<file path="src/rtl/alu_ctrl_pkg.sv">
// Shared types for alu_arb_ctrl: default widths, FSM state encoding and the
// captured response bundle.
package alu_ctrl_pkg;

  localparam int WIDTH_DEF = 64;
  localparam int OPW_DEF   = 4;

  // 2'b11 is unused; the FSM treats it as a fault and falls back to IDLE.
  typedef enum logic [1:0] {
    IDLE  = 2'b00,
    ISSUE = 2'b01,
    RESP  = 2'b10
  } state_e;

  // Result field is sized for the default width; narrower builds use its low bits.
  typedef struct packed {
    logic                 id;
    logic [WIDTH_DEF-1:0] o;
    logic                 cout;
    logic                 oflow;
    logic                 ntive;
    logic                 zero;
  } rsp_t;

endpackage

</file>
<file path="src/rtl/alu_arb_ctrl_rr_arb2.sv">
// rr_arb2: two-way round-robin grant selection. The pointer names the requester
// favoured on a tie; advancing it is left to the owner of the pointer.
module rr_arb2
  import alu_ctrl_pkg::*;
(
  input  logic [1:0] req,
  input  logic       ptr,
  input  logic       en,
  output logic       grant_idx,
  output logic       grant_valid
);

  always_comb begin
    grant_idx   = 1'b0;
    grant_valid = 1'b0;
    if (en) begin
      case (req)
        2'b01: begin
          grant_idx   = 1'b0;
          grant_valid = 1'b1;
        end
        2'b10: begin
          grant_idx   = 1'b1;
          grant_valid = 1'b1;
        end
        2'b11: begin
          grant_idx   = ptr;
          grant_valid = 1'b1;
        end
        default: begin
          grant_idx   = 1'b0;
          grant_valid = 1'b0;
        end
      endcase
    end
  end

endmodule

</file>
<file path="src/rtl/alu_arb_ctrl.sv">
// alu_arb_ctrl: shares one external combinational ALU between two requesters.
// Define ALU_STICKY_OFLOW_EN to add per-requester sticky overflow flags.
//   state | meaning
//   IDLE  | arbitrate and accept one request
//   ISSUE | operands drive the ALU; result captured at end of cycle
//   RESP  | response presented and held until rsp_ready
module alu_arb_ctrl
  import alu_ctrl_pkg::*;
#(
  parameter int WIDTH = WIDTH_DEF,
  parameter int OPW   = OPW_DEF
) (
  input  logic             clk,
  input  logic             rst_n,
  input  logic             r0_valid,
  output logic             r0_ready,
  input  logic [WIDTH-1:0] r0_a,
  input  logic [WIDTH-1:0] r0_b,
  input  logic             r0_cin,
  input  logic [OPW-1:0]   r0_s,
  input  logic             r1_valid,
  output logic             r1_ready,
  input  logic [WIDTH-1:0] r1_a,
  input  logic [WIDTH-1:0] r1_b,
  input  logic             r1_cin,
  input  logic [OPW-1:0]   r1_s,
  output logic [WIDTH-1:0] alu_a,
  output logic [WIDTH-1:0] alu_b,
  output logic             alu_cin,
  output logic [OPW-1:0]   alu_s,
  input  logic [WIDTH-1:0] alu_o,
  input  logic             alu_cout,
  input  logic             alu_oflow,
  input  logic             alu_ntive,
  input  logic             alu_zero,
  output logic             rsp_valid,
  input  logic             rsp_ready,
  output logic             rsp_id,
  output logic [WIDTH-1:0] rsp_o,
  output logic             rsp_cout,
  output logic             rsp_oflow,
  output logic             rsp_ntive,
  output logic             rsp_zero,
  output logic             busy
`ifdef ALU_STICKY_OFLOW_EN
  ,
  input  logic             sticky_clr,
  output logic             r0_oflow_sticky,
  output logic             r1_oflow_sticky
`endif
);

  state_e           state_q, state_d;
  logic             rr_ptr_q, rr_ptr_d;
  logic [WIDTH-1:0] alu_a_q, alu_a_d;
  logic [WIDTH-1:0] alu_b_q, alu_b_d;
  logic             alu_cin_q, alu_cin_d;
  logic [OPW-1:0]   alu_s_q, alu_s_d;
  rsp_t             rsp_q, rsp_d;

  logic             arb_en;
  logic             grant_idx;
  logic             grant_valid;
  logic             rsp_hs;

  // Nothing is accepted while reset is asserted, even though the FSM already sits in IDLE.
  assign arb_en = (state_q == IDLE) && rst_n;

  rr_arb2 u_arb (
    .req         ({r1_valid, r0_valid}),
    .ptr         (rr_ptr_q),
    .en          (arb_en),
    .grant_idx   (grant_idx),
    .grant_valid (grant_valid)
  );

  assign r0_ready = grant_valid & ~grant_idx;
  assign r1_ready = grant_valid &  grant_idx;

  assign rsp_hs   = (state_q == RESP) && rsp_ready;

  always_comb begin
    state_d   = state_q;
    rr_ptr_d  = rr_ptr_q;
    alu_a_d   = alu_a_q;
    alu_b_d   = alu_b_q;
    alu_cin_d = alu_cin_q;
    alu_s_d   = alu_s_q;
    rsp_d     = rsp_q;
    case (state_q)
      IDLE: begin
        if (grant_valid) begin
          alu_a_d   = grant_idx ? r1_a   : r0_a;
          alu_b_d   = grant_idx ? r1_b   : r0_b;
          alu_cin_d = grant_idx ? r1_cin : r0_cin;
          alu_s_d   = grant_idx ? r1_s   : r0_s;
          rsp_d.id  = grant_idx;
          rr_ptr_d  = ~grant_idx;
          state_d   = ISSUE;
        end
      end
      ISSUE: begin
        rsp_d.o[WIDTH-1:0] = alu_o;
        rsp_d.cout         = alu_cout;
        rsp_d.oflow        = alu_oflow;
        rsp_d.ntive        = alu_ntive;
        rsp_d.zero         = alu_zero;
        state_d            = RESP;
      end
      RESP: begin
        if (rsp_ready) begin
          state_d = IDLE;
        end
      end
      default: begin
        state_d = IDLE;
      end
    endcase
  end

  always_ff @(posedge clk) begin
    if (!rst_n) begin
      state_q   <= IDLE;
      rr_ptr_q  <= 1'b0;
      alu_a_q   <= '0;
      alu_b_q   <= '0;
      alu_cin_q <= 1'b0;
      alu_s_q   <= '0;
      rsp_q     <= '0;
    end else begin
      state_q   <= state_d;
      rr_ptr_q  <= rr_ptr_d;
      alu_a_q   <= alu_a_d;
      alu_b_q   <= alu_b_d;
      alu_cin_q <= alu_cin_d;
      alu_s_q   <= alu_s_d;
      rsp_q     <= rsp_d;
    end
  end

  assign alu_a     = alu_a_q;
  assign alu_b     = alu_b_q;
  assign alu_cin   = alu_cin_q;
  assign alu_s     = alu_s_q;

  assign rsp_valid = (state_q == RESP);
  assign rsp_id    = rsp_q.id;
  assign rsp_o     = rsp_q.o[WIDTH-1:0];
  assign rsp_cout  = rsp_q.cout;
  assign rsp_oflow = rsp_q.oflow;
  assign rsp_ntive = rsp_q.ntive;
  assign rsp_zero  = rsp_q.zero;
  assign busy      = (state_q != IDLE);

`ifdef ALU_STICKY_OFLOW_EN
  logic [1:0] sticky_q, sticky_d;
  logic [1:0] sticky_set;

  assign sticky_set[0] = rsp_hs && rsp_q.oflow && (rsp_q.id == 1'b0);
  assign sticky_set[1] = rsp_hs && rsp_q.oflow && (rsp_q.id == 1'b1);

  // A set in the same cycle as a clear wins, so an overflow is never lost.
  assign sticky_d = sticky_set | (sticky_q & ~{2{sticky_clr}});

  always_ff @(posedge clk) begin
    if (!rst_n) begin
      sticky_q <= 2'b00;
    end else begin
      sticky_q <= sticky_d;
    end
  end

  assign r0_oflow_sticky = sticky_q[0];
  assign r1_oflow_sticky = sticky_q[1];
`endif

endmodule
</file>
<file path="config.mk">
export PLATFORM = sky130hd
export DESIGN_NAME = alu_arb_ctrl
export DESIGN_NICKNAME = d
export VERILOG_FILES = /design/src/rtl/alu_ctrl_pkg.sv /design/src/rtl/alu_arb_ctrl_rr_arb2.sv /design/src/rtl/alu_arb_ctrl.sv
export SDC_FILE = /design/constraint.sdc
export NUM_CORES = 1
export LEC_CHECK = 0
export CORE_AREA = 3 3 211 213
export CTS_CLUSTER_DIAMETER = 60
export DETAILED_ROUTE_END_ITERATION = 12
export DIE_AREA = 0 0 214 216
export SYNTH_ARGS = -nofsm -noshare
export SYNTH_HDL_FRONTEND = slang
export SYNTH_SLANG_ARGS = --single-unit
</file>
<file path="constraint.sdc">
create_clock -name clk -period 2.7 [get_ports clk]
set_input_delay 0.54 -clock clk [delete_from_list [all_inputs] [get_ports clk]]
set_output_delay 0.54 -clock clk [all_outputs]
set_load 0.01 [all_outputs]
</file>
==> results of run 1 <==
## kinds of logic (layout without fill, tap and decap cells)
group / after synthesis / in the layout / share of synthesized area
AND/OR/NAND/NOR: 394 / 394 / 0.191
AO/OA/AOI/OAI: 223 / 223 / 0.233
multiplexers: 3 / 3 / 0.00376
flip-flops: 205 / 205 / 0.514
buffers and inverters: 73 / 607 / 0.0578
## cell usage after synthesis, drive strengths merged (2+ instances only)
| cell type | count | area share |
|---|---|---|
| dfxtp | 205 | 0.51 |
| inv | 2 | 0.00094 |
| mux2i | 3 | 0.0038 |
| buf | 41 | 0.043 |
| o22ai | 15 | 0.012 |
| nand3 | 18 | 0.011 |
| nor2 | 2 | 0.00094 |
| nand2 | 367 | 0.17 |
| o21a | 2 | 0.0019 |
| nor2b | 3 | 0.0023 |
| clkbuf | 30 | 0.014 |
| a22oi | 115 | 0.14 |
| o21ai | 20 | 0.013 |
| a21boi | 68 | 0.064 |
## worst register-to-register path: cells and delay by family (launching register included)
kind / cells / cell delay, ns
simple gates: 1 / 0.29
compound gates: 3 / 0.92
flops: 1 / 0.37
buf+inv: 1 / 0.32
## per-stage QoR
step	worst slack, ns	power, uW	hold slack, ns	util
5_1_grt	0.00217	9300	0.476	0.345
3_3_place_gp	0.0806	5510	0.436	0.325
3_5_place_dp	0.0965	5540	0.445	0.325
6_report	0.124	8880	0.452	0.345
2_1_floorplan	0.819	4250	0.479	-
4_1_cts	0.0294	9050	0.453	0.345
## layout by cell type (no fill, tap or decap), types with 2 or more instances in the layout
cell type	synthesis	final
a21boi_0	60	60
a21boi_1	8	8
a22oi_1	66	66
a22oi_2	49	49
buf_12	4	6
buf_4	9	11
clkbuf_1	30	4
clkbuf_16	0	27
clkbuf_8	0	7
clkdlybuf4s50_1	0	542
clkinv_2	0	3
clkinvlp_4	0	2
dfxtp_1	205	205
inv_1	2	2
mux2i_1	3	3
nand2_1	367	367
nand3_1	18	18
nor2_1	2	2
nor2b_1	3	2
o21ai_0	18	18
o21ai_2	2	2
o22ai_1	15	15
## cell type report
cell class                      count  share of cell area
Clock buffer                       38              0.0532
Clock inverter                      7             0.00465
Inverter                            2            0.000508
Multi-Input combinational cell    620               0.234
Sequential cell                   205               0.277
Tap cell                          585              0.0495
Timing Repair Buffer              560               0.381
## registers in the layout (all words and copies together) (netlist names)
register	flops
alu_cin	1
rsp_zero	1
rr_ptr_q	1
rsp_id	1
rsp_cout	1
rsp_ntive	1
alu_s	4
state_q	2
rsp_o	64
rsp_oflow	1
alu_b	64
alu_a	64
## report_power, final
group / leakage (uW) / internal (uW) / switching (uW)
Combinational: 0.00354 / 1150 / 798
Sequential: 0.00169 / 3320 / 182
Clock: 0.000418 / 2100 / 1330
## path summary, 6_finish.rpt
path | end | slack, ns | depth (start not counted) | startpoint
setup / recovery | r1_ready | 0.12 | 3 | state_q[1]
hold / removal | rsp_o[57] | 0.45 | 2 | rsp_o[57]
setup reg to reg | alu_a[45] | 0.70 | 5 | state_q[1]
hold reg to reg | rsp_o[57] | 0.45 | 2 | rsp_o[57]
## metal layers
layer,wire (um),vias to the layer above
met3,2200,79
li1,-,4067
met1,12700,3861
met5,13,-
met2,17100,318
met4,1300,2
==> metrics, run 1 <==
crit path launch type register; synth unique cells 28; Final HPWL DP 24,500 um; area added between synthesis and finish 85.2%; Yosys Warn Count 0; TritonRoute pass-1 iters 4; FF+latch count, synth 205; cts hold-fix bufs 0; CORE AREA 42,900 um2; sequential fraction of the synthesis area 0.514; met1 Use GR 0.148; vias in the first global route 8,708; die height 216 um; Port Buffers 544; Top Usage Layer GRT met2; # setup viols final 0; delay-heaviest family, CP buffers and inverters; placed cells 1,972; Crit. End Element output pin; CTS tree yes; syn avg cell area 8.89 um2; slowest stage delay, CP 0.59 ns; top-level port count 545; initial core utilization 0.186; grt met3 use 0.0341; P_leak 0.00564 uW; # H-tree levels 1; final net count 1,754; first-pass GRT wire length 50,400 um; routed wire length 33,300 um; Post-synth EDFFs 0; chip width 214 um; drt drc 0; Tcrit/Tclk final 0.954; Async S/R FF share, synth 0; Slew Limit Fails 0; CTS resizes 1; gpl congestion 0.817; Initial DRC Count 347; Vias 8,327; routed len/inst 16.5 um; Fmax 388 MHz; Finished Layout Cells 2,017; Worst-path clk slew 0.06 ns; initial antenna violation count 1; Layout fillers 4,427; final instance area 14,800 um2; cells along the critical path nor3b_4 > o211a_4 > clkdlybuf4s50_1; FF/Latch Area 4100 um2; worst min-delay path class reg2reg; GRT Util Overall 0.137; largest net degree at the start of global routing 132; Layout Skew 0.0173 ns; clk sinks 205; met2 global-route usage 0.252; Max-Cap Viols 0; cell area after synthesis 7990 um2; CP max-delay cell clkdlybuf4s50_1; Data required, critical path 2.16 ns; share of layout cells above drive strength 1 0.0824; Synth Net Count 1,237; GRT overflow 0; Post-synth top flop dfxtp_1; Crit Path Class reg2out; DR vias/cell 4.13; Max VDD drop 0.411 mV; Final Hold Vio Count 0; DP Area 13,900 um2; Antenna Cells 0; WP buf/inv 1; Clock Tree Buf Depth 3; setup TNS 0 ns; RSZ-0062 raised after global routing false; die area 46,200 um2; synthesized instance count 898; CP Max Fanout 5; Inserted Clock Buffers 26; Antenna Nets Post-Route 0; Slew Limit Headroom 0.397; worst slew pin tran 0.905 ns; post-route minimum period 2.58 ns; # Post-CTS Setup Buffers 0; row count 76; footprint of the multi-input gates 3460 um2; pwr dens 601 nW/um2; worst skew pair latency 0.53 ns; Critical Path AT 2.04 ns; status finished clean; Clk Tree Root Cell clkbuf_16
(Power assumes the default switching activity.)
==> run 2, diff against run 1 <==
Settings changed: GPL_TIMING_DRIVEN from default to 0, PLACE_DENSITY_LB_ADDON from default to 0.3.
==> metrics, run 2 (same netlist as run 1, synthesis figures left out) <==
TritonRoute pass-1 iters 4; die area 46,200 um2; Clk Tree Root Cell clkbuf_16; CORE AREA 42,900 um2; pwr dens 608 nW/um2; initial core utilization 0.186; Fmax 387 MHz; Crit Path Class in2out; routed len/inst 17.1 um; commonest cells after routing, fill and taps aside clkdlybuf4s50_1, nand2_1, dfxtp_1, a22oi_1, a21boi_0; gpl congestion 0.820; DR vias/cell 4.11; setup TNS 0 ns; chip width 214 um; P_leak 0.00583 uW; Final HPWL DP 28,000 um; drt drc 0; top-level port count 545; Final Hold Vio Count 0; Slew Limit Fails 0; Port Buffers 543; area added between synthesis and finish 89.0%; CTS tree yes; Crit. End Element output pin; status finished clean; routed wire length 35,600 um; # H-tree levels 1; Critical Path AT 2.04 ns; DP Worst Slack -0.252 ns; Data required, critical path 2.16 ns; GRT Util Overall 0.145; clk sinks 205; crit path launch type input port; Antenna Nets Post-Route 0; GRT overflow 0; worst skew pair latency 0.54 ns; CP Max Fanout 10; die height 216 um; Layout Skew 0.0153 ns; Initial DRC Count 330; initial antenna violation count 1; worst min-delay path class reg2reg; Tcrit/Tclk final 0.957; commonest non-fill, non-tap cell in the layout clkdlybuf4s50_1; row count 76; Max VDD drop 0.387 mV; share of layout cells above drive strength 1 0.0925; post-route minimum period 2.58 ns; first-pass GRT wire length 52,800 um; Vias 8,537; Layout fillers 4,402; largest net degree at the start of global routing 16; vias in the first global route 8,783; Inserted Clock Buffers 28; worst slew pin tran 0.759 ns; Max-Cap Viols 0; final net count 1,810; # setup viols final 0; Clock Tree Buf Depth 3; Worst-path clk slew 0.06 ns; worst setup margin 0.116 ns; Slew Limit Headroom 0.494
-- run 2: cell types whose count changed in the layout (fill, tap and decap cells not counted), sizes merged --
cell           delta
diode             +1
clkinvlp          +2
dlygate4sd2       +2
clkdlybuf4s50     -1
clkbuf           +36
buf              +23
clkinv            -2
-- run 2: cell type report --
type	count	area (um2)	area share
timing repair buffer	544	5440	0.360
sequential	205	4100	0.272
multi-input combinational	620	3420	0.227
clock buffer	44	852	0.0565
tap	585	732	0.0485
buffer	70	457	0.0303
clock inverter	7	76.3	0.00506
inverter	2	7.51	0.000497
antenna	1	2.50	0.000166
-- run 2: through the flow --
step | hold slack (ns) | area (um2) | std cells | utilization | power, uW
floorplan | 0.479 | 7990 | 898 | - | 4250
global placement | 0.434 | 14200 | 2026 | 0.330 | 5580
detailed placement | 0.444 | 14200 | 2026 | 0.330 | 5600
CTS | 0.454 | 15100 | 2076 | 0.352 | 9350
global route | 0.470 | 15100 | 2078 | 0.352 | 9620
finish | 0.453 | 15100 | 2078 | 0.352 | 9180
-- run 2: worst paths after layout --
path | from | endpoint | slack (ns) | cells past startpoint
worst max-delay path | r1_valid | r0_ready | 0.12 | 6
worst min-delay path | rsp_o[53] | rsp_o[53] | 0.45 | 2
worst max register to register | state_q[0] | alu_a[61] | 0.82 | 6
worst min register to register | rsp_o[53] | rsp_o[53] | 0.45 | 2
-- run 2: what timing repair did --
action | in CTS | in global routing
hold buffers | 0 | 0
gates cloned | 0 | 0
endpoints found under the setup margin | 2 | 1
setup buffers | 0 | 1
gates resized for setup | 4 | 0
pin swaps | 0 | 1
-- run 2: layer usage --
metal / routed length [um] / vias up / GRT usage
li1: - / 4192 / -
met1: 14000 / 3974 / 0.163
met4: 884 / 0 / 0.0449
met2: 18400 / 321 / 0.268
met5: 0 / - / 0
met3: 2360 / 50 / 0.0372
-- run 2: critical path: stages --
cell             delay [ns]
clkdlybuf4s50_1        0.50
nand2_1                0.13
and3_1                 0.19
buf_6                  0.17
buf_6                  0.19
dlygate4sd2_1          0.31
-- run 2: power breakdown --
| part | internal, uW | switching, uW |
|---|---|---|
| Combinational | 1180 | 838 |
| Clock | 2250 | 1420 |
| Sequential | 3320 | 172 |
| Total | 6760 | 2430 |
==> run 3, diff against run 2 <==
Settings changed: CORE_AREA 3 3 211 213 to 3 3 213 215, DIE_AREA 0 0 214 216 to 0 0 216 218, DONT_BUFFER_PORTS from default to 1.
==> metrics, run 3 (same netlist as run 1, synthesis figures left out) <==
P_leak 0.00376 uW; chip width 216 um; first-pass GRT wire length 42,300 um; post-route minimum period 2.39 ns; row count 77; Initial DRC Count 325; Worst-path clk slew 0.06 ns; area added between synthesis and finish 20.1%; Vias 6,528; CTS tree yes; CTS resizes 0; Tcrit/Tclk final 0.885; die height 218 um; setup TNS 0 ns; CORE AREA 43,900 um2; final net count 1,265; worst r2r src state_q[0]; Hold Path Stages 2; Clk Tree Root Cell clkbuf_16; largest net degree at the start of global routing 13; die area 47,100 um2; HP Start r1_b[16]; GRT Util Overall 0.117; Clock Tree Buf Depth 3; vias in the first global route 6,520; pwr dens 826 nW/um2; crit path launch type register; share of layout cells above drive strength 1 0.144; DR vias/cell 4.24; # H-tree levels 1; Final Hold Vio Count 0; commonest cells after routing, fill and taps aside nand2_1, dfxtp_1, a22oi_1, a21boi_0, a22oi_2; Critical Path AT 1.85 ns; Max VDD drop 0.403 mV; Crit Path Class reg2out; Port Buffers 0; status finished clean; Slew Limit Fails 0; Layout Skew 0.00809 ns; Slew Limit Headroom 0.563; Max-Cap Viols 0; routed len/inst 19.6 um; CP Max Fanout 10; cts hold-fix bufs 0; worst min-delay path class in2reg; Antenna Nets Post-Route 0; TritonRoute pass-1 iters 4; drt drc 0; GRT overflow 0; Worst R2R Path Depth 6; # Post-CTS Setup Buffers 0; Data required, critical path 2.16 ns; crit path from state_q[1]; Inserted Clock Buffers 26; initial core utilization 0.182; hold_ws 0.112 ns; commonest non-fill, non-tap cell in the layout nand2_1; gpl congestion 0.803; Final HPWL DP 23,900 um; Fmax 419 MHz; # setup viols final 0; Reg2Reg Setup Slack 0.78 ns; routed wire length 30,100 um; Tot Pwr 7920 uW; RSZ-0062 raised after global routing false; clk sinks 205; worst skew pair latency 0.53 ns; Crit. End Element output pin; top-level port count 545; worst slew pin tran 0.656 ns; initial antenna violation count 2
[run 3: final timing paths]
path	to
worst max-delay path	r1_ready
worst min register to register	rsp_o[62]
worst min-delay path	alu_b[16]
worst max register to register	alu_a[62]
[run 3: metal layers]
| metal | up-vias | track usage | wire length (um) |
|---|---|---|---|
| met5 | - | 0 | 0 |
| met4 | 0 | 0.0457 | 808 |
| met3 | 41 | 0.0300 | 2260 |
| met2 | 320 | 0.208 | 15300 |
| met1 | 3066 | 0.135 | 11700 |
| li1 | 3101 | - | - |
[run 3: power by group]
| part | internal (uW) | switching [uW] |
|---|---|---|
| Combinational | 300 | 452 |
| Clock | 2100 | 1340 |
| Sequential | 3320 | 403 |
[run 3: through the flow]
stage | std cells | cell area, um2 | utilization | setup slack [ns]
detailed placement | 1490 | 8730 | 0.199 | 0.493
CTS | 1535 | 9580 | 0.218 | 0.230
finish | 1538 | 9590 | 0.218 | 0.311
global route | 1536 | 9580 | 0.218 | 0.173
global placement | 1490 | 8730 | 0.199 | 0.492
floorplan | 898 | 7990 | - | 0.819
[run 3: worst max-delay path, cell delays in order, from the launching register on]
cell     delay, ns
dfxtp_1       0.35
nor3b_2       0.27
o211a_1       0.18
buf_4         0.20
buf_2         0.31
[run 3: area by class of cell]
| type | instances | area [um2] |
|---|---|---|
| inverter | 2 | 7.51 |
| sequential | 205 | 4100 |
| clock inverter | 11 | 121 |
| fill | 4900 | 34300 |
| tap | 592 | 741 |
| buffer | 71 | 454 |
| antenna | 3 | 7.51 |
| clock buffer | 34 | 732 |
| multi-input combinational | 620 | 3420 |
==> RTL change 1 (flow settings as in run 3) <==
The 3 states of `state_e` get a one-hot encoding in 3 bits.
--- a/src/rtl/alu_ctrl_pkg.sv
+++ b/src/rtl/alu_ctrl_pkg.sv
@@ -6,10 +6,10 @@
   localparam int OPW_DEF   = 4;
 
   // 2'b11 is unused; the FSM treats it as a fault and falls back to IDLE.
-  typedef enum logic [1:0] {
-    IDLE  = 2'b00,
-    ISSUE = 2'b01,
-    RESP  = 2'b10
+  typedef enum logic [2:0] {
+    IDLE  = 3'b001,
+    ISSUE = 3'b010,
+    RESP  = 3'b100
   } state_e;
 
   // Result field is sized for the default width; narrower builds use its low bits.
Check against the original RTL: same outputs for any inputs over 4 cycles, from zero or initial values and one cycle with rst_n low; so few cycles prove little.
==> RTL change 1 against run 3 <==
  * Total power down 0.17%
  * Wire length up 9.4%
  * Sequential cell count up 1
  * Clock power up 5%
  * Register-to-register slack worse by 0.39 ns
  * Cell area down 2.8%
  * Fmax down 6.2%
  * Sequential power down 2%
  * Combinational power down 16%
  * Final cell count down 7.2%
  * Area after synthesis down 4.6%
  * Setup slack worse by 0.16 ns
  * Worst hold slack worse by 0.0085 ns
  * Non-clock buffer count down 4
  * Critical endpoint unchanged
==> RTL change 1: results <==
run_status:
  status: "complete, no violations"
logic_synthesis:
  seq_area_frac_synth: 0.541
  ys_warn_count: 0
  synthTopCellsByArea: "dfxtp_1 54%, a221o_1 15%, and2_0 8.6%"
  ys_top_cells_by_count: "206 x dfxtp_1, 154 x nand2_1, 115 x a221o_1, 105 x and2_0, 68 x a21oi_1"
  syn_inst: 783
  ys_types: 26
  syn_nets: 1122
  synth-main-ff-cell: "dfxtp_1"
  async_reset_ff_frac: 0
global_route:
  grt_antenna_before_repair: 10
  grt_pass1_vias: 6266
  grtUsageTotal: 0.128
  grt_pass1_wl_um: 44600
  grt_max_degree: 13
power_and_ir_drop:
  p_leak_uw: 0.00326
  p_sw_uw: 2070
  vdd_ir_drop_max_mv: 0.450
critical_path:
  arrival_ns: 2.01
  rrSetupSlack_ns: 0.39
  cpMostUsedCell: "buf_6"
  cpMaxStageDelayCell: "dfxtp_1"
  cp_top_family: "buffers and inverters"
  slowest_delay_ns: 0.33
  path_max_fanout: 10
clock_tree:
  clock_path_buffers: 3
  htree_levels: 1
  clock_latency_ns: 0.54
  cts.reportedPaths.clkPinSlew_ns: 0.06
  cts_buffers: 26
  ctsRootBufferMaster: "clkbuf_16"
placed_design:
  place_hpwl_um: 26000
  gp_congestion: 0.827
  io_buffers: 0
  postPlaceCellArea_mm2: 0.00836
sta:
  clock_skew_ns: 0.0160
  tightestPinTransition_ns: 0.961
worst_hold_path:
  hold_path.class: "input pin to register"
cells_and_area:
  drive_gt1_frac: 0.0892
  nets: 1150
  fillers: 4858
detailed_routing:
  drtIter0Drc: 304
  dr.pass1.iters: 4
  via_count: 6207
  post_drt_wl_per_cell_um: 23.0
[RTL change 1: changes by cell type after synthesis, moves of 6 or more]
cell,change
and2_1,+13
a22oi_2,-49
clkbuf_1,+6
nand3_1,-17
a21oi_1,+68
a21boi_0,-60
nand2_1,-213
buf_4,-9
and2_0,+105
a21boi_1,-8
a221o_1,+115
a22oi_1,-66
[RTL change 1: power groups by stage]
stage               clock network [uW]  logic [uW]  registers [uW]
detailed placement                   0         651            3710
global route                      3860         707            3670
global placement                     0         635            3730
floorplan                            0         467            3600
CTS                               3740         654            3660
finish                            3620         634            3650
[RTL change 1: path summary, 6_finish.rpt]
kind | from | end | cells past startpoint
setup / recovery | state_q[1] | r1_ready | 5
hold / removal | rst_n | state_q[0] | 1
setup reg to reg | state_q[1] | alu_a[21] | 6
hold reg to reg | rsp_o[27] | rsp_o[27] | 2
[RTL change 1: routing by layer]
metal  part of all wire  GRT usage
met5            0.00040          0
met4              0.043     0.0622
met3               0.10     0.0471
met2               0.50      0.222
met1               0.36      0.138
[RTL change 1: cells by family (layout without fill, tap and decap cells)]
family                 count (synthesis)  after routing  share of synthesized area
muxes                                  1              1                    0.00131
other                                  0              6                          0
and+or+nand+nor                      280            280                      0.180
DFF                                  206            206                      0.541
buffers and inverters                 71            118                     0.0483
AOI/OAI and AO/OA                    225            225                      0.230
[RTL change 1: cell type report]
cell class,instances,area (um2),share of cell area
inverter,4,15.0,0.00161
clock buffer,39,801,0.0859
tap,592,741,0.0795
clock inverter,8,113,0.0121
sequential,206,4120,0.443
buffer,67,373,0.0400
antenna,6,15.0,0.00161
multi-input combinational,506,3140,0.337
[RTL change 1: per-stage QoR]
step / hold WS, ns / cells / worst slack, ns / utilization
floorplan: 0.481 / 783 / 0.756 / -
global placement: 0.492 / 1375 / -0.353 / 0.190
detailed placement: 0.496 / 1375 / -0.320 / 0.190
CTS: 0.0646 / 1422 / 0.0302 / 0.212
global route: 0.0696 / 1428 / 0.0154 / 0.212
finish: 0.103 / 1428 / 0.154 / 0.212
[RTL change 1: repair_timing]
item / CTS / global route
gates resized for setup: 7 / 2
setup buffers: 0 / 0
endpoints found under the setup margin: 12 / 1
hold buffers: 0 / 0
==> RTL change 2 (config.mk and constraints of run 3) <==
Made on the original files. Set the package constant `WIDTH_DEF` to 72 (it was 64).
--- a/src/rtl/alu_ctrl_pkg.sv
+++ b/src/rtl/alu_ctrl_pkg.sv
@@ -2,7 +2,7 @@
 // captured response bundle.
 package alu_ctrl_pkg;
 
-  localparam int WIDTH_DEF = 64;
+  localparam int WIDTH_DEF = 72;
   localparam int OPW_DEF   = 4;
 
   // 2'b11 is unused; the FSM treats it as a fault and falls back to IDLE.
Interface: changed (8 resized); port bits go from 545 to 609. The function was not compared with the original's and may differ.
==> RTL change 2 against run 3 <==
  * Synthesized cell count grew 1.4%
  * Cell area grew 12%
  * Final cell count grew 1.6%
  * Setup slack lost 0.17 ns
  * Sequential cell count grew 24
  * Worst hold slack lost 0.0017 ns
  * Clock skew grew 0.0071 ns
  * Area after synthesis grew 12%
  * Largest power group unchanged
  * Die area is the same
  * Sequential share of layout area is essentially flat
  * Wire length grew 31%
  * Total power grew 15%
==> RTL change 2: results <==
run_status:
  status: "complete, no violations"
global_route:
  met1_usage: 0.175
  grtUsageMet3: 0.0595
  met2_usage: 0.265
  grt_pass1_vias: 7380
  grt_pass1_wl_um: 53800
  grt_antenna_before_repair: 4
power_and_ir_drop:
  switching_share: 0.286
  vdd_ir_drop_max_mv: 0.416
  p_int_uw: 6480
  p_leak_uw: 0.00431
  p_seq_frac: 0.457
critical_path:
  arrival_ns: 2.02
  rrSetupSlack_ns: 0.56
  path_max_fanout: 11
logic_synthesis:
  muxShareOfSynthArea: 0
  synthTopCellsByArea: "dfxtp_1 51%, a221o_1 15%, and3_1 9.3%"
  syn_inst: 911
detailed_routing:
  via_count: 7745
  drtIter0Drc: 586
  vias_per_cell: 4.96
  dr.pass1.iters: 5
  wl_um: 39300
placed_design:
  dp.cells: 1503
  postPlaceCellArea_mm2: 0.00965
  gp_congestion: 0.875
sta:
  slew_headroom: 0.422
  clock_skew_ns: 0.0152
  max_clock_freq_mhz: 391
clock_tree:
  clock_latency_ns: 0.57
RTL change 2: cell types whose count changed in the layout (fill, tap and decap cells not counted), sizes merged, moves of 4 or more:
cell / before / now
a21boi: 68 / 78
a221o: 0 / 131
a22oi: 115 / 0
a31oi: 0 / 18
and3: 1 / 132
buf: 41 / 37
clkbuf: 64 / 104
dfxtp: 205 / 229
nand2: 367 / 171
nand3: 18 / 0
o21ai: 20 / 1
o311ai: 0 / 18
RTL change 2: per-layer routing:
| metal | part of all wire | vias to the layer above |
|---|---|---|
| met2 | 0.50 | 477 |
| met3 | 0.11 | 49 |
| met4 | 0.019 | 2 |
| li1 | - | 3505 |
| met1 | 0.38 | 3712 |
| met5 | 0.00033 | - |
RTL change 2: cell type report:
cell class              instances  area, um2
inverters                       2       7.51
clock inverters                14        128
clock buffers                  42        887
flip-flops and latches        229       4580
fillers                      4789      33200
diodes                          3       7.51
plain buffers                  97        470
repair buffers                  2       15.0
multi-input cells             582       3870
well taps                     592        741
RTL change 2: repair_timing:
action,in CTS,in global routing
resized for setup,7,1
endpoints found under the setup margin,2,1
pin swaps,1,0
setup buffers,2,0
RTL change 2: cell families (layout without fill, tap and decap cells):
kind of cell,count (synthesis),count (layout)
compound gates,267,267
flops,229,229
simple gates,315,315
buf+inv,100,157
other cells,0,3
RTL change 2: final timing paths:
kind | startpoint | end | cells after the start
worst max-delay path | rr_ptr_q | r1_ready | 5
worst min-delay path | r1_b[36] | alu_b[36] | 1
worst max register to register | state_q[0] | alu_b[65] | 5
worst min register to register | rsp_o[26] | rsp_o[26] | 2
RTL change 2: worst max-delay path, cell delays in order (launching register included):
cell      delay (ns)
dfxtp_1         0.43
nand2b_1        0.13
buf_2           0.26
and3_1          0.19
buf_4           0.21
buf_6           0.22
